### src/rtl/fetch_unit_pkg.sv
// Shared RV32I fetch-side definitions used by the fetch unit and its buffer.
package fetch_unit_pkg;

  localparam int unsigned XLEN = 32;
  localparam int unsigned ILEN = 32;

  localparam logic [ILEN-1:0] INSTR_NOP = 32'h0000_0013;
  localparam logic [XLEN-1:0] PC_STEP   = 32'd4;

  // One buffered fetch: the instruction word and the PC it was fetched from.
  typedef struct packed {
    logic [XLEN-1:0] pc;
    logic [ILEN-1:0] instr;
  } fetch_entry_t;

  function automatic logic [XLEN-1:0] word_align(input logic [XLEN-1:0] addr);
    return {addr[XLEN-1:2], 2'b00};
  endfunction

endpackage

### src/rtl/fetch_unit_fifo.sv
// fetch_fifo: DEPTH-entry circular buffer of {pc, instr} with push/pop/flush.
// Flush wins over a simultaneous push. DEPTH must be a power of two.
module fetch_fifo
  import fetch_unit_pkg::*;
#(
  parameter int unsigned DEPTH = 2
) (
  input  logic                   clk,
  input  logic                   rst_n,
  input  logic                   flush,
  input  logic                   push,
  input  fetch_entry_t           push_entry,
  input  logic                   pop,
  output fetch_entry_t           head_entry,
  output logic                   empty,
  output logic [$clog2(DEPTH):0] count
);

  localparam int unsigned AW = $clog2(DEPTH);
  localparam int unsigned CW = AW + 1;

  fetch_entry_t  mem_q [DEPTH];
  fetch_entry_t  mem_d [DEPTH];
  logic [AW-1:0] wr_ptr_q, wr_ptr_d;
  logic [AW-1:0] rd_ptr_q, rd_ptr_d;
  logic [CW-1:0] count_q, count_d;
  logic          do_push;
  logic          do_pop;

  // Next-state for storage, pointers and occupancy.
  always_comb begin
    mem_d    = mem_q;
    wr_ptr_d = wr_ptr_q;
    rd_ptr_d = rd_ptr_q;
    count_d  = count_q;
    do_push  = push && (count_q != CW'(DEPTH));
    do_pop   = pop && (count_q != '0);
    if (flush) begin
      wr_ptr_d = '0;
      rd_ptr_d = '0;
      count_d  = '0;
    end else begin
      if (do_push) begin
        mem_d[wr_ptr_q] = push_entry;
        wr_ptr_d        = wr_ptr_q + AW'(1);
      end
      if (do_pop) begin
        rd_ptr_d = rd_ptr_q + AW'(1);
      end
      count_d = count_q + CW'(do_push) - CW'(do_pop);
    end
  end

  // State registers.
  always_ff @(posedge clk) begin
    if (!rst_n) begin
      for (int unsigned i = 0; i < DEPTH; i++) begin
        mem_q[i] <= '0;
      end
      wr_ptr_q <= '0;
      rd_ptr_q <= '0;
      count_q  <= '0;
    end else begin
      mem_q    <= mem_d;
      wr_ptr_q <= wr_ptr_d;
      rd_ptr_q <= rd_ptr_d;
      count_q  <= count_d;
    end
  end

  assign head_entry = mem_q[rd_ptr_q];
  assign empty      = (count_q == '0);
  assign count      = count_q;

endmodule

### src/rtl/fetch_unit.sv
// fetch_unit: IF stage. Owns the PC, issues word fetches, buffers returned
// instructions and hands them to decode with a valid/ready handshake.
// Optional performance counters are built when FETCH_PERF_EN is defined.
module fetch_unit
  import fetch_unit_pkg::*;
#(
  parameter logic [XLEN-1:0] RESET_PC  = 32'h0000_0000,
  parameter int unsigned     BUF_DEPTH = 2
) (
  input  logic            clk,
  input  logic            rst_n,
  output logic            imem_req_valid,
  output logic [XLEN-1:0] imem_req_addr,
  input  logic            imem_req_ready,
  input  logic            imem_rsp_valid,
  input  logic [ILEN-1:0] imem_rsp_data,
  input  logic            redirect_valid,
  input  logic [XLEN-1:0] redirect_pc,
  output logic            if_valid,
  output logic [ILEN-1:0] if_instr,
  output logic [XLEN-1:0] if_pc,
  input  logic            id_ready
`ifdef FETCH_PERF_EN
  ,
  output logic [31:0]     perf_fetch_cnt,
  output logic [31:0]     perf_bubble_cnt
`endif
);

  localparam int unsigned CW = $clog2(BUF_DEPTH) + 1;
  localparam int unsigned SW = CW + 1;

  logic [XLEN-1:0] pc_q, pc_d;
  logic [XLEN-1:0] rsp_pc_q, rsp_pc_d;
  logic [CW-1:0]   live_q, live_d;
  logic [CW-1:0]   drop_q, drop_d;

  logic [SW-1:0]   occ_sum;
  logic [SW-1:0]   flight_sum;
  logic            accept;
  logic            rsp_keep;
  logic            rsp_drop;
  logic            push;
  logic            pop;
  logic [XLEN-1:0] target;

  fetch_entry_t    push_entry;
  fetch_entry_t    head_entry;
  logic            fifo_empty;
  logic [CW-1:0]   fifo_count;

  fetch_fifo #(
    .DEPTH (BUF_DEPTH)
  ) u_fifo (
    .clk        (clk),
    .rst_n      (rst_n),
    .flush      (redirect_valid),
    .push       (push),
    .push_entry (push_entry),
    .pop        (pop),
    .head_entry (head_entry),
    .empty      (fifo_empty),
    .count      (fifo_count)
  );

  // Decode-side view: show-ahead head of the buffer, NOP/0 when empty.
  always_comb begin
    if_valid = !fifo_empty;
    if_instr = fifo_empty ? INSTR_NOP : head_entry.instr;
    if_pc    = fifo_empty ? '0 : head_entry.pc;
    pop      = !fifo_empty && id_ready;
  end

  // Issue credits, response accounting, PC and redirect handling.
  always_comb begin
    pc_d       = pc_q;
    rsp_pc_d   = rsp_pc_q;
    live_d     = live_q;
    drop_d     = drop_q;
    target     = word_align(redirect_pc);
    occ_sum    = SW'(fifo_count) + SW'(live_q);
    flight_sum = SW'(live_q) + SW'(drop_q);

    imem_req_valid = rst_n && (occ_sum < SW'(BUF_DEPTH)) &&
                     (flight_sum < SW'(BUF_DEPTH)) && !redirect_valid;
    imem_req_addr  = pc_q;
    accept         = imem_req_valid && imem_req_ready;

    rsp_drop = imem_rsp_valid && (drop_q != '0);
    rsp_keep = imem_rsp_valid && (drop_q == '0) && (live_q != '0);
    push     = rsp_keep && !redirect_valid;

    push_entry.pc    = rsp_pc_q;
    push_entry.instr = imem_rsp_data;

    if (redirect_valid) begin
      pc_d     = target;
      rsp_pc_d = target;
      live_d   = '0;
      // Every outstanding request becomes stale; a response landing this
      // cycle retires one of them whether it was live or already stale.
      drop_d   = CW'(flight_sum - SW'(rsp_keep || rsp_drop));
    end else begin
      if (accept) begin
        pc_d = pc_q + PC_STEP;
      end
      if (rsp_drop) begin
        drop_d = drop_q - CW'(1);
      end
      if (rsp_keep) begin
        rsp_pc_d = rsp_pc_q + PC_STEP;
      end
      live_d = CW'(SW'(live_q) + SW'(accept) - SW'(rsp_keep));
    end
  end

  // PC and in-flight counter registers.
  always_ff @(posedge clk) begin
    if (!rst_n) begin
      pc_q     <= RESET_PC;
      rsp_pc_q <= RESET_PC;
      live_q   <= '0;
      drop_q   <= '0;
    end else begin
      pc_q     <= pc_d;
      rsp_pc_q <= rsp_pc_d;
      live_q   <= live_d;
      drop_q   <= drop_d;
    end
  end

`ifdef FETCH_PERF_EN
  logic [31:0] fetch_cnt_q, fetch_cnt_d;
  logic [31:0] bubble_cnt_q, bubble_cnt_d;

  // Count consumed instructions and cycles where decode waits on fetch.
  always_comb begin
    fetch_cnt_d  = fetch_cnt_q + 32'(pop);
    bubble_cnt_d = bubble_cnt_q + 32'(id_ready && fifo_empty);
  end

  // Performance counter registers; only reset clears them.
  always_ff @(posedge clk) begin
    if (!rst_n) begin
      fetch_cnt_q  <= '0;
      bubble_cnt_q <= '0;
    end else begin
      fetch_cnt_q  <= fetch_cnt_d;
      bubble_cnt_q <= bubble_cnt_d;
    end
  end

  assign perf_fetch_cnt  = fetch_cnt_q;
  assign perf_bubble_cnt = bubble_cnt_q;
`endif

endmodule

### config.mk
export PLATFORM = sky130hd
export DESIGN_NAME = fetch_unit
export DESIGN_NICKNAME = d
export VERILOG_FILES = /design/src/rtl/fetch_unit_pkg.sv /design/src/rtl/fetch_unit_fifo.sv /design/src/rtl/fetch_unit.sv
export SDC_FILE = /design/constraint.sdc
export NUM_CORES = 1
export LEC_CHECK = 0
export BUFFER_PORTS_ARGS = -buffer_cell sky130_fd_sc_hd__clkbuf_2
export CORE_MARGIN = 5
export CORE_UTILIZATION = 44
export DETAILED_ROUTE_END_ITERATION = 6
export PLACE_DENSITY_LB_ADDON = 0.3
export SYNTH_ARGS = -nofsm -noshare
export SYNTH_HDL_FRONTEND = slang
export SYNTH_SLANG_ARGS = --single-unit
### constraint.sdc
create_clock -name clk -period 3.5 [get_ports clk]
set_input_delay 0.35 -clock clk [delete_from_list [all_inputs] [get_ports clk]]
set_output_delay 0.35 -clock clk [all_outputs]
set_load 0.02 [all_outputs]
==> impl_results.md, run 1 <==
- Ys Warns: 0
- GPL Wtd Cong: 0.838
- Ports: 168
- FF+latch area: 3850 µm²
- Synth Area per Inst: 7.89 µm²
- Final core utilization: 0.532
- Seq/Total Area, Yosys: 0.438
- Layout cell share with drive strength beyond 1: 0.184
- Worst hold path class: in -> reg
- Synth Flop Type: dfxtp_1
- DP HPWL: 15300 µm
- Multi-input logic area: 4580 µm²
- Endpoint, Worst Hold: u_fifo.mem_q[19]$_SDFFE_PN0P_
- Area leader, netlist: dfxtp_1
- DR pass1 iterations: 5
- Leak: 3.63 nW
- Wire length on met2: 10100 µm
- Pre-CTS WS: 0.673 ns
- Final clock skew: 0.00946 ns
- Clk buf depth: 2
- Top-area cell type share of the netlist area: 0.438
- Actual slew at the worst max-slew pin: 0.708 ns
- Initial antenna violation count: 0
- Vias in the first global route: 7194
- CTS tree: done
- PD cells: 448 nW/µm²
- Cell Area, Synth: 8770 µm²
- Total Wirelength: 23000 µm
- H-tree Lvls: 4
- Clk_lat worst skew: 0.43 ns
- Layout fillers: 1932
- Placed Cells: 1478
- Reg2Reg Depth: 11
- GRT overflow: 0
- Hold slack: 0.148 ns
- DR iter-0 viols: 447
- Vias per cell: 5.21
- Cell Chain, Critical Path: ha_1, fa_1, or4_4, nor3_4, inv_2, ha_1, inv_1, ha_1, xor2_1, xnor2_1, nor2_1
- Flops & latches, synth: 192
- Die width: 151 µm
- Chip height: 151 µm
- R2R Path End: live_q[1]$_SDFF_PP0_
- Synth-to-Final Area Change: 18.5%
- # hold bufs at CTS: 0
- Required @ worst endpoint: 3.80 ns
- # rows: 51
- Setup TNS: 0 ns
- Remaining antenna violation count: 0
- CP max FO: 5
- Worst Setup Start Kind: flip-flop
- Worst path arrival time: 3.16 ns
- Top cells by count, synth: nand2_1, dfxtp_1, a21oi_1
- Period minus WS final: 2.86 ns
- Worst slew margin relative to its limit: 0.524
- Global-route wire length before repair: 36700 µm
- Largest net degree at the start of global routing: 91
- Period utilization: 0.817
- Final #Nets: 1313
- # Post-CTS Setup Buffers: 0
- Cts repair resizes: 0
- Max Cap Viol: 0
- Endpoints failing setup: 0
- Cell Area, Placed: 9770 µm²
- Fin area: 10400 µm²
- Number of synthesized flops with an enable pin: 0
- Power Total: 4.65 mW
- # diodes: 0
- Worst hold path depth: 3
- Met3 routed WL: 1520 µm
- Clock transition at path regs: 0.07 ns
- DRC violations left: 0
- Final cell count without fillers: 1509
- WL met1: 11100 µm
- Core region area: 19500 µm²
- Min-delay src: imem_rsp_data[19]
- Clk sink count: 192
- Fmax achieved: 350 MHz
- Flop2flop setup slack: 0.64 ns
- Post-route setup slack: 0.641 ns
- Initial core utilization: 0.449
- WL/cell: 15.2 µm
- Status: finished clean
- Number of buffers added on ports: 161
- Top post-synthesis cells by area: dfxtp_1, nand2_1, a21oi_1, mux2i_1, nor2_1
- Total GRT Usage: 0.200
- Slowest stage delay, CP: 0.55 ns
- Distinct cell type count after synthesis: 47
- VDD IR max: 320 µV
- Critical-path top delay cell: or4_4
- Critical path endpoint category: flip-flop
- Total number of vias: 7867
- Fin. Hold Viols: 0
- WS Path Type: reg -> reg
- Syn Inst Count: 1111
- DR top layer: met4
- CTS buffer count: 17
- Async SR Flop Fraction: 0
- RR Startpoint: live_q[0]$_SDFF_PP0_
- RSZ-0062 raised after global routing: no
- Die area: 22800 µm²
- Root Driver: clkbuf_16
- Final Max Tran Viols: 0
- Crit path top cell by count: ha_1
- Count leader, synth: nand2_1
==> per-layer routing <==
metal,GRT usage,vias up
met4,0.0462,0
met2,0.307,256
met1,0.290,3605
li1,-,3978
met3,0.0419,28
met5,0,-
==> registers in the layout (all words and copies together), names as in the netlist <==
register	flops
u_fifo.count	2
u_fifo.mem_q	124
drop_q	2
live_q	2
rsp_pc_q	30
u_fifo.wr_ptr_q	1
imem_req_addr	30
u_fifo.rd_ptr_q	1
==> where the power goes <==
part / leakage (nW) / switching, mW / internal [mW]
clock network: 0.296 / 0.854 / 1.16
registers: 1.56 / 0.0754 / 2.24
logic: 1.77 / 0.197 / 0.120
total: 3.63 / 1.13 / 3.52
==> worst max-delay path: cells and delay by family (launching register included) <==
family / cells / cell delay (ns)
buffers and inverters: 2 / 0.15
xor gates and xnor gates: 2 / 0.29
adders and majority gates: 4 / 1.16
and+or+nand+nor: 3 / 0.76
DFF: 1 / 0.36
==> worst max-delay path by stage <==
stage | start | endpoint | slack, ns | depth (start not counted)
global route | live_q[0]$_SDFF_PP0_ | live_q[1]$_SDFF_PP0_ | 0.42 | 11
detailed placement | live_q[0]$_SDFF_PP0_ | live_q[1]$_SDFF_PP0_ | 0.67 | 11
global placement | u_fifo.count[0]$_SDFF_PP0_ | live_q[1]$_SDFF_PP0_ | 0.70 | 11
floorplan | live_q[0]$_SDFF_PP0_ | live_q[1]$_SDFF_PP0_ | 0.66 | 11
CTS | live_q[0]$_SDFF_PP0_ | live_q[1]$_SDFF_PP0_ | 0.64 | 11
finish | live_q[0]$_SDFF_PP0_ | live_q[1]$_SDFF_PP0_ | 0.64 | 11
==> logic make-up after synthesis <==
logic type | after synthesis | share of synthesized area
adders and majority gates | 11 | 0.0174
other | 1 | 0.000428
and+or+nand+nor | 472 | 0.241
DFF | 192 | 0.438
AOI/OAI and AO/OA | 222 | 0.131
muxes | 64 | 0.0732
xor gates and xnor gates | 56 | 0.0560
buffers and inverters | 93 | 0.0428
==> layout by cell type, fill, tap and decap left out, types with 4 or more instances in the layout <==
cell,n
nand3_1,27
clkbuf_2,161
and3_1,11
or3_1,6
nor3_1,11
xnor2_1,27
dfxtp_1,191
a21oi_1,172
nand4_1,22
and2_1,9
inv_1,13
a211oi_1,4
mux2i_1,63
conb_1,4
clkbuf_16,17
and4_1,5
ha_1,9
a31oi_1,6
buf_4,11
nor2_1,77
o21ai_0,34
nand2_1,278
nor4_1,4
xor2_1,29
==> layout make-up <==
| class | count | share of cell area |
|---|---|---|
| Timing Repair Buffer | 175 | 0.0913 |
| Tap cell | 265 | 0.0319 |
| Clock buffer | 19 | 0.0436 |
| Inverter | 17 | 0.00627 |
| Sequential cell | 192 | 0.370 |
| Clock inverter | 12 | 0.0153 |
| Multi-Input combinational cell | 829 | 0.441 |
(Power assumes the default switching activity.)
==> run 2, diff against run 1 <==
Clock period 3.5 ns to 2.55 ns, I/O delays scaled along.
==> run 2 against run 1 <==
Effect of this change:
- the flow now finishes with violations (negative setup slack)
- utilization grew 1.6 points
- hold slack lost 0.091 ns
- via count grew 1.6%
- non-clock buffer count rose by 27
- global-route usage rose by 0.41 points
- sequential share of layout area shrank 1.0 points
- power is 35% higher
- sequential power increased by 38%
- wire length up 2.9%
- clock skew increased by 0.0035 ns
- worst setup slack lost 0.69 ns
- sequential cell count unchanged
- largest cell class unchanged
==> impl_results.md, run 2 (synthesis results as in run 1) <==
- Period minus WS final: 2.60 ns
- Worst Setup Start Kind: flip-flop
- RSZ-0062 raised after global routing: yes
- GPL Wtd Cong: 0.897
- CP delay by family, top: adder cells
- Failing checks: negative setup slack
- Layout cell share with drive strength beyond 1: 0.209
- VDD IR max: 388 µV
- Core region area: 19500 µm²
- Final Max Tran Viols: 0
- Max reg flops: 124
- # rows: 51
- Clk buf depth: 2
- Initial core utilization: 0.449
- Sw Share: 0.247
- Min-delay src: imem_rsp_data[0]
- WL/cell: 15.4 µm
- Switching pwr: 1.55 mW
- Flop2flop setup slack: -0.05 ns
- Worst path arrival time: 2.92 ns
- Die width: 151 µm
- FF+latch area: 3850 µm²
- # diodes: 0
- Commonest non-fill, non-tap cell in the layout: nand2_1
- Max Cap Viol: 0
- R2R Path End: live_q[1]$_SDFF_PP0_
- Endpoint, Worst Hold: u_fifo.mem_q[0]$_SDFFE_PN0P_
- Crit path top cell by count: ha_4
- Hold slack: 0.0570 ns
- Reg2Reg Depth: 11
- Final core utilization: 0.548
- Total GRT Usage: 0.204
- Chip height: 151 µm
- Worst hold path depth: 3
- Setup TNS: -0.156 ns
- Multi-input logic area: 4640 µm²
- Total number of vias: 7993
- Power Total: 6.29 mW
- Power Internal: 4.74 mW
- PD cells: 588 nW/µm²
- Final clock skew: 0.0130 ns
- GRT overflow: 0
- Commonest cells after routing, fill and taps aside: nand2_1, dfxtp_1, a21oi_1
- Die area: 22800 µm²
- Layout fillers: 1888
- CP max FO: 4
- Required @ worst endpoint: 2.88 ns
- Status: finished with violations
- Clk sink count: 192
- Clock transition at path regs: 0.07 ns
- Largest net degree at the start of global routing: 125
- Period utilization: 1.02
- Total Wirelength: 23700 µm
- CTS buffer count: 17
- DR pass1 iterations: 5
- CP bufs+invs: 2
- Worst slew margin relative to its limit: 0.480
- Initial antenna violation count: 0
- Fin. Hold Viols: 0
- Vias per cell: 5.20
- Post-route setup slack: -0.0453 ns
- CTS tree: done
- RR Startpoint: live_q[0]$_SDFF_PP0_
- Critical-path top delay cell: or4_4
- Slowest stage delay, CP: 0.53 ns
- Part of the power in combinational logic: 0.075
- Actual slew at the worst max-slew pin: 0.773 ns
- Pre-CTS WS: -0.0717 ns
- Critical path endpoint category: flip-flop
- Number of buffers added on ports: 161
- Clk pwr share: 0.420
- Worst hold path class: in -> reg
- WS Path Type: reg -> reg
- Top reg by flops: u_fifo.mem_q
- Fmax achieved: 385 MHz
- Synth-to-Final Area Change: 22.0%
- Leak: 3.78 nW
- Vias in the first global route: 7359
- DRC violations left: 0
- H-tree Lvls: 4
- Global-route wire length before repair: 37300 µm
- Endpoints failing setup: 4
- DR iter-0 viols: 581
- Remaining antenna violation count: 0
- Reg power frac: 0.505
- Ports: 168
- Final #Nets: 1340
- Cell Chain, Critical Path: ha_4, fa_1, or4_4, nor3_4, inv_2, ha_4, inv_2, ha_4, xor2_1, xnor2_1, nor2_1
- DP HPWL: 16300 µm
- # hold bufs at CTS: 0
- Root Driver: clkbuf_16
- Clk_lat worst skew: 0.43 ns
[run 2: power groups by stage]
stage	registers [mW]	clock network, mW	logic [mW]
final	3.18	2.64	0.473
after global routing	3.19	2.83	0.520
after CTS	3.17	2.70	0.467
after detailed placement	3.24	0	0.455
after global placement	3.24	0	0.449
after floorplan	3.25	0	0.240
[run 2: layout make-up]
class / count / share of cell area
Timing Repair Buffer: 202 / 0.114
Inverter: 17 / 0.00608
Clock buffer: 19 / 0.0414
Clock inverter: 13 / 0.0130
Tap cell: 265 / 0.0310
Multi-Input combinational cell: 829 / 0.434
Sequential cell: 192 / 0.360
[run 2: worst max-delay path by stage]
stage	start	to	slack [ns]	depth (start not counted)
finish	live_q[0]$_SDFF_PP0_	live_q[1]$_SDFF_PP0_	-0.05	11
global route	live_q[0]$_SDFF_PP0_	imem_req_addr[21]$_SDFFE_PN0P_	-0.14	8
CTS	live_q[0]$_SDFF_PP0_	live_q[1]$_SDFF_PP0_	-0.05	11
detailed placement	live_q[0]$_SDFF_PP0_	live_q[1]$_SDFF_PP0_	-0.07	11
global placement	live_q[0]$_SDFF_PP0_	live_q[1]$_SDFF_PP0_	-0.06	11
floorplan	live_q[0]$_SDFF_PP0_	live_q[1]$_SDFF_PP0_	-0.25	11
[run 2: worst register-to-register path: stages, from the launching register on]
cell and delay, ns:
dfxtp_4 0.36, ha_4 0.15, fa_1 0.45, or4_4 0.53
nor3_4 0.15, inv_2 0.08, ha_4 0.26, inv_2 0.04
ha_4 0.14, xor2_1 0.15, xnor2_1 0.13, nor2_1 0.05
[run 2: metal layers]
metal / up-vias / global-route usage / wire, µm
li1: 4029 / - / -
met1: 3665 / 0.291 / 11000
met2: 281 / 0.317 / 10600
met3: 18 / 0.0416 / 1760
met4: 0 / 0.0512 / 277
met5: - / 0 / 0
[run 2: timing repair]
action	4_1_cts	5_1_grt
cloned	0	0
gates resized for setup	6	6
endpoints found under the setup margin	13	17
pin swaps	5	4
buffers inserted	1	2
[run 2: metrics by stage]
| step | instances | instance area, µm² |
|---|---|---|
| 2_1_floorplan | 1114 | 8820 |
| 3_3_place_gp | 1502 | 10000 |
| 3_5_place_dp | 1502 | 10000 |
| 4_1_cts | 1535 | 10700 |
| 5_1_grt | 1537 | 10700 |
| 6_report | 1537 | 10700 |
